## src/rtl/sram_arbiter.sv

```systemverilog
// ---------------------------------------------------------------------------
// sram_arbiter
//
// Shares one physical SRAM port between two requesters:
//   requester 0 : SLC-3 CPU memory path (MAR/MDR accesses)
//   requester 1 : program loader / debug port
//
// Three jobs: round-robin arbitration, fixed wait-state sequencing of the
// active-low OE/WE strobes, and read-data capture with a one-cycle ack.
//
// Handshake: a requester raises req (level) together with we/addr/wdata and
// holds req until it sees its ack pulse.  we/addr/wdata are sampled only on
// the IDLE cycle in which the request wins; later changes are ignored.  The
// requester drops req on the edge at which it observes ack; a req still high
// in the following IDLE cycle is a new request.
//
// Parameters
//   WAIT_CYCLES    extra SRAM access cycles beyond the first (0..7)
//
// Ports
//   Clk, Reset                 clock, synchronous active-high reset
//   cpu_req/we/addr/wdata      CPU request, type (1=write), address, data
//   cpu_ack                    one-cycle CPU completion pulse
//   ld_req/we/addr/wdata       loader request, same rules as CPU
//   ld_ack                     one-cycle loader completion pulse
//   rdata                      data from the most recent completed read
//   ADDR, Data_to_SRAM         SRAM address and write data
//   Data_from_SRAM             SRAM read data
//   OE, WE                     SRAM strobes, active low
//   busy                       high whenever the FSM is not IDLE
//   grant                      one-hot owner: 01 = CPU, 10 = loader
//   o_dbg_state                current FSM state (IDLE=0, ACCESS=1, DONE=2)
// ---------------------------------------------------------------------------
module sram_arbiter #(
  parameter int WAIT_CYCLES = 2
) (
  input  logic        Clk,
  input  logic        Reset,
  input  logic        cpu_req,
  input  logic        cpu_we,
  input  logic [15:0] cpu_addr,
  input  logic [15:0] cpu_wdata,
  output logic        cpu_ack,
  input  logic        ld_req,
  input  logic        ld_we,
  input  logic [15:0] ld_addr,
  input  logic [15:0] ld_wdata,
  output logic        ld_ack,
  output logic [15:0] rdata,
  output logic [15:0] ADDR,
  output logic [15:0] Data_to_SRAM,
  input  logic [15:0] Data_from_SRAM,
  output logic        OE,
  output logic        WE,
  output logic        busy,
  output logic [1:0]  grant,
  output logic [1:0]  o_dbg_state
);

  localparam logic [1:0] ST_IDLE   = 2'd0;
  localparam logic [1:0] ST_ACCESS = 2'd1;
  localparam logic [1:0] ST_DONE   = 2'd2;

  // Counter load value; WAIT_CYCLES is only meaningful in 0..7.
  localparam logic [2:0] WAIT_INIT = 3'(WAIT_CYCLES);

  logic [1:0]  r_state;
  logic [15:0] r_addr;
  logic [15:0] r_wdata;
  logic        r_we;
  logic [1:0]  r_grant;
  logic        r_last_ld;   // 1 when the loader owned the previous transfer
  logic [2:0]  r_cnt;
  logic [15:0] r_rdata;

  logic        w_cpu_wins;
  logic        w_ld_wins;
  logic        w_in_access;
  logic        w_in_done;

  // Arbitration: a lone request wins; on a tie the requester that did not
  // own the previous transfer wins.  The two terms are mutually exclusive.
  assign w_cpu_wins = cpu_req & (~ld_req  | r_last_ld);
  assign w_ld_wins  = ld_req  & (~cpu_req | ~r_last_ld);

  assign w_in_access = (r_state == ST_ACCESS);
  assign w_in_done   = (r_state == ST_DONE);

  // Every output comes from registered state; nothing from req reaches a pin
  // combinationally.
  assign ADDR         = r_addr;
  assign Data_to_SRAM = r_wdata;
  assign OE           = ~(w_in_access & ~r_we);
  assign WE           = ~(w_in_access &  r_we);
  assign cpu_ack      = w_in_done & r_grant[0];
  assign ld_ack       = w_in_done & r_grant[1];
  assign rdata        = r_rdata;
  assign busy         = (r_state != ST_IDLE);
  assign grant        = r_grant;
  assign o_dbg_state  = r_state;

  always_ff @(posedge Clk) begin
    if (Reset) begin
      r_state   <= ST_IDLE;
      r_addr    <= '0;
      r_wdata   <= '0;
      r_we      <= 1'b0;
      r_grant   <= 2'b00;
      r_last_ld <= 1'b1;      // CPU wins the first tie after reset
      r_cnt     <= '0;
      r_rdata   <= '0;
    end else begin
      case (r_state)
        ST_IDLE: begin
          if (w_cpu_wins || w_ld_wins) begin
            r_addr    <= w_ld_wins ? ld_addr  : cpu_addr;
            r_wdata   <= w_ld_wins ? ld_wdata : cpu_wdata;
            r_we      <= w_ld_wins ? ld_we    : cpu_we;
            r_grant   <= {w_ld_wins, w_cpu_wins};
            r_last_ld <= w_ld_wins;
            r_cnt     <= WAIT_INIT;
            r_state   <= ST_ACCESS;
          end
        end
        ST_ACCESS: begin
          // Counter at zero marks the final access cycle; a read captures
          // the SRAM data on that edge.
          if (r_cnt == 3'd0) begin
            if (!r_we) begin
              r_rdata <= Data_from_SRAM;
            end
            r_state <= ST_DONE;
          end else begin
            r_cnt <= r_cnt - 3'd1;
          end
        end
        ST_DONE: begin
          r_grant <= 2'b00;
          r_state <= ST_IDLE;
        end
        default: begin
          r_grant <= 2'b00;
          r_state <= ST_IDLE;
        end
      endcase
    end
  end

endmodule

```

## config.mk

```make
export PLATFORM = sky130hd
export DESIGN_NAME = sram_arbiter
export DESIGN_NICKNAME = d
export VERILOG_FILES = /design/src/rtl/sram_arbiter.sv
export SDC_FILE = /design/constraint.sdc
export NUM_CORES = 1
export LEC_CHECK = 0
export BUFFER_PORTS_ARGS = -buffer_cell sky130_fd_sc_hd__buf_2
export CAP_MARGIN = 20
export CELL_PAD_IN_SITES_DETAIL_PLACEMENT = 1
export CELL_PAD_IN_SITES_GLOBAL_PLACEMENT = 2
export CORE_UTILIZATION = 28
export CTS_BUF_LIST = sky130_fd_sc_hd__clkbuf_2 sky130_fd_sc_hd__clkbuf_4 sky130_fd_sc_hd__clkbuf_8
export CTS_CLUSTER_SIZE = 12
export DETAILED_ROUTE_END_ITERATION = 8
export PLACE_DENSITY = 0.95
export SLEW_MARGIN = 10
export SYNTH_ARGS = -nofsm -noshare
export SYNTH_HDL_FRONTEND = slang
export SYNTH_SLANG_ARGS = --single-unit
```

## constraint.sdc

```tcl
create_clock -name Clk -period 3.85 [get_ports Clk]
set_input_delay 1.155 -clock Clk [delete_from_list [all_inputs] [get_ports Clk]]
set_output_delay 1.155 -clock Clk [all_outputs]
set_load 0.05 [all_outputs]
```

==> impl_results.md <==
- Detailed Route Iter0 Violations: 41
- Average instance area after synthesis: 9.03 um2
- Vias post-DR: ~2.8k
- Share of post-route cells with drive strength above 1: 0.450
- Net Count, Synth: between 300 and 400
- Cell variety after synth: 33
- Clock network power share: 0.281
- GPL Wtd Cong: approximately 0.70
- Worst relative slew slack: 0.357
- First-pass GRT wire length: between 10000 and 15000 um
- Non-filler cells, final: around 570
- Period utilisation layout: 0.689
- Post-Route M1 WL: 3680 um
- Worst setup path class: reg2out
- Met2 wirelength from detailed routing: approximately 4000 um
- Count of nets left with antenna violations after detail routing: 0
- Synth warn: 0
- Final HPWL from detailed placement: roughly 6000 um
- Synthesized netlist cell count: approximately 310
- Highest net fanout along the worst path: 10
- Relative area change from synthesis to final layout: 34.0%
- Remaining routing DRC violations: 0
- Static leakage: around 1.7 nW
- Clock transition at the registers of the reported paths: around 0.06 ns
- Layout Skew: 0.00831 ns
- Deepest clock path buffer count: 2
- Final design utilization: 0.394
- Design internal power: about 0.0012 W
- Total instance count after detailed placement: between 500 and 600
- Critical Path Source Type: flop
- Core area: around 9400 um2
- Post-layout total power: roughly 0.0019 W
- Post-CTS Resized: 0
- Post-route worst setup slack: around 1.2 ns
- DIE WIDTH: between 100 and 150 um
- Register share of total power: 0.368
- Library cell contributing the largest single delay on the critical path: sky130_fd_sc_hd__dfxtp_1
- Number of global-route vias before repair: between 2k and 3k
- Aggregate global routing overflow: 0
- Maximum single-stage delay on the critical path: about 0.52 ns
- Setup repair after global routing missed its margin: no
- Endpoint required time on the critical path: 2.69 ns
- Cells along the critical path: nor2b_1 > nand2_1 > buf_2
- Pin count of the biggest net entering global routing: 43
- Flops & latches, synth: 57
- Clock buffer count from CTS: 9
- Setup slack after placement: around 1.4 ns
- Nets: around 520
- Final-layout setup total negative slack: 0 ns
- CTS tree: done
- Number of levels in the clock H-tree: 3
- Vertical die dimension: just over 100 um
- Clock root buffer: sky130_fd_sc_hd__clkbuf_8
- Path category of the worst min-delay check: reg2reg
- Peak ir drop on the vdd network: 0.150 mV
- Initial Utilization: 0.294
- Max_cap viols: 0
- Data arrival time of the worst path: about 1.5 ns
- Clock latency at the later pin of the worst-skew pair: between 0.3 and 0.4 ns
- Power density cells: between 500 and 600 nW/um2
- Fillers: ~1.2k
- Total Die Area: 10200 um2
- Maximum clock frequency: between 300 and 400 MHz
- Number of antenna violations at the first check in global routing: 0
- Total wire length: between 8000 and 9000 um
- Post-CTS setup-driven buffer insertion count: 0
- Total iterations of the first detailed-routing run: 4
- Number of cell rows: 35
- WL met3: a little under 800 um
- Max Slew Vio Count: 0
- Result of the run: completed
- Final hold violations: 0
- Power spent charging and discharging nets: about 0.00077 W
- Proportion of power drawn by combinational gates: 0.352
- Final period demand of the worst path: approximately 2.7 ns
- Net switching share of the total power: 0.396
- Total number of clock tree sinks: 57
- Bufs and invs on worst path: 1
- Global router's overall resource usage: 0.171
- Worst slew pin tran: ~0.96 ns
- Highest metal layer used by the detailed router: met4
- Routed len/inst: approximately 15 um
- Hold bufs inserted after CTS: 0
- Kind of end point of the critical path: primary output
- Post-DR vias/cell: 4.90
- Final antenna diode count: 0
- Total I/O pin count: 143
- Post-synthesis cell area: between 2000 and 3000 um2
- Kind of cell with the highest combined delay on the critical path: flip-flops
- IO buf count: 142
- Setup-violating endpoint count in the final report: 0
- Sequential-to-total area share from yosys stat: 0.414
-- through the flow --
stage,cell area (um2),hold WS [ns]
finish,3690,0.455
global route,3690,0.482
CTS,3690,0.458
detailed placement,3510,0.447
global placement,3510,0.439
floorplan,2750,0.442
-- routing by layer --
| layer | vias to the layer above | track usage |
|---|---|---|
| met1 | 1320 | 0.201 |
| met4 | 0 | 0.0569 |
| met2 | 112 | 0.289 |
| met3 | 7 | 0.0607 |
| met5 | - | 0 |
| li1 | 1338 | - |
-- cells in the mapped netlist --
library cell,number,share of area
sky130_fd_sc_hd__nor3_4,1,0.0059
sky130_fd_sc_hd__a221o_1,2,0.0073
sky130_fd_sc_hd__nor3_1,2,0.0036
sky130_fd_sc_hd__o2bb2ai_1,1,0.0032
sky130_fd_sc_hd__nor2b_1,2,0.0045
sky130_fd_sc_hd__a21oi_1,34,0.062
sky130_fd_sc_hd__nand2b_1,6,0.014
sky130_fd_sc_hd__nor3b_1,1,0.0027
sky130_fd_sc_hd__buf_1,3,0.0041
sky130_fd_sc_hd__a21bo_2,1,0.0036
sky130_fd_sc_hd__inv_1,4,0.0055
sky130_fd_sc_hd__buf_4,1,0.0027
sky130_fd_sc_hd__or2_1,1,0.0023
sky130_fd_sc_hd__a21boi_2,1,0.0041
sky130_fd_sc_hd__a31oi_1,1,0.0023
sky130_fd_sc_hd__dfxtp_1,57,0.41
sky130_fd_sc_hd__nand2_1,102,0.14
sky130_fd_sc_hd__clkbuf_1,15,0.020
sky130_fd_sc_hd__buf_6,6,0.025
sky130_fd_sc_hd__and3b_1,2,0.0064
sky130_fd_sc_hd__a31o_2,1,0.0032
sky130_fd_sc_hd__nor2_1,1,0.0014
sky130_fd_sc_hd__a311oi_2,30,0.16
sky130_fd_sc_hd__nand3b_1,1,0.0027
sky130_fd_sc_hd__and2_4,1,0.0032
sky130_fd_sc_hd__ha_1,2,0.0091
sky130_fd_sc_hd__buf_2,3,0.0055
sky130_fd_sc_hd__a2bb2oi_1,1,0.0032
sky130_fd_sc_hd__nor4_1,1,0.0023
sky130_fd_sc_hd__a41o_1,1,0.0036
sky130_fd_sc_hd__o31ai_1,1,0.0027
sky130_fd_sc_hd__mux2i_1,16,0.058
sky130_fd_sc_hd__a311oi_1,3,0.0095
-- power by group through the flow --
stage | clock [W] | sequential, W | combinational (W)
floorplan | 0 | 0.000947 | 0.000298
global placement | 0 | 0.000720 | 0.000676
detailed placement | 0 | 0.000723 | 0.000689
CTS | 0.000561 | 0.000712 | 0.000689
global route | 0.000590 | 0.000721 | 0.000729
finish | 0.000543 | 0.000710 | 0.000680
-- worst min-delay path: stages, from the launching register on --
cell                      delay [ns]
sky130_fd_sc_hd__dfxtp_1        0.30
sky130_fd_sc_hd__nand2_1        0.05
sky130_fd_sc_hd__mux2i_1        0.05
-- final cells by class --
class | instances | area (um2) | area share
flip-flops and latches | 57 | 1140 | 0.309
clock inverters | 4 | 45.0 | 0.0122
multi-input cells | 216 | 1450 | 0.392
clock buffers | 11 | 139 | 0.0376
well taps | 129 | 161 | 0.0437
repair buffers | 146 | 741 | 0.201
inverters | 4 | 15.0 | 0.00407
-- logic make-up (layout without fill, tap and decap cells) --
logic type / after synthesis / count (layout) / synth area share
flops: 57 / 57 / 0.414
buf+inv: 32 / 165 / 0.0627
mux: 16 / 16 / 0.0582
simple gates: 121 / 121 / 0.188
compound gates: 77 / 77 / 0.268
fa+ha+maj: 2 / 2 / 0.00909
-- sequential cells by signal, indices dropped and copies added (netlist names) --
signal,cells
r_cnt,3
Data_to_SRAM,16
r_last_ld,1
o_dbg_state,2
rdata,16
grant,2
r_we,1
ADDR,16
-- final timing paths --
check                      start              end  slack, ns  cells past startpoint
setup / recovery  o_dbg_state[0]               WE       1.20                      3
hold / removal         rdata[12]        rdata[12]       0.45                      2
setup reg to reg  o_dbg_state[0]  Data_to_SRAM[0]       1.93                      4
hold reg to reg        rdata[12]        rdata[12]       0.45                      2
-- cell usage in the layout (no fill, tap or decap), drive strengths merged, types with 2 or more instances in the layout --
cell,Yosys,layout
buf,13,146
dfxtp,57,57
inv,4,4
clkinv,0,3
nor2b,2,2
ha,2,2
nor3,3,3
mux2i,16,16
nand2b,6,6
a221o,2,2
a21oi,34,34
a311oi,33,33
nand2,102,102
and3b,2,2
clkbuf,15,11
Note: power is estimated with default switching activity, not from simulation.
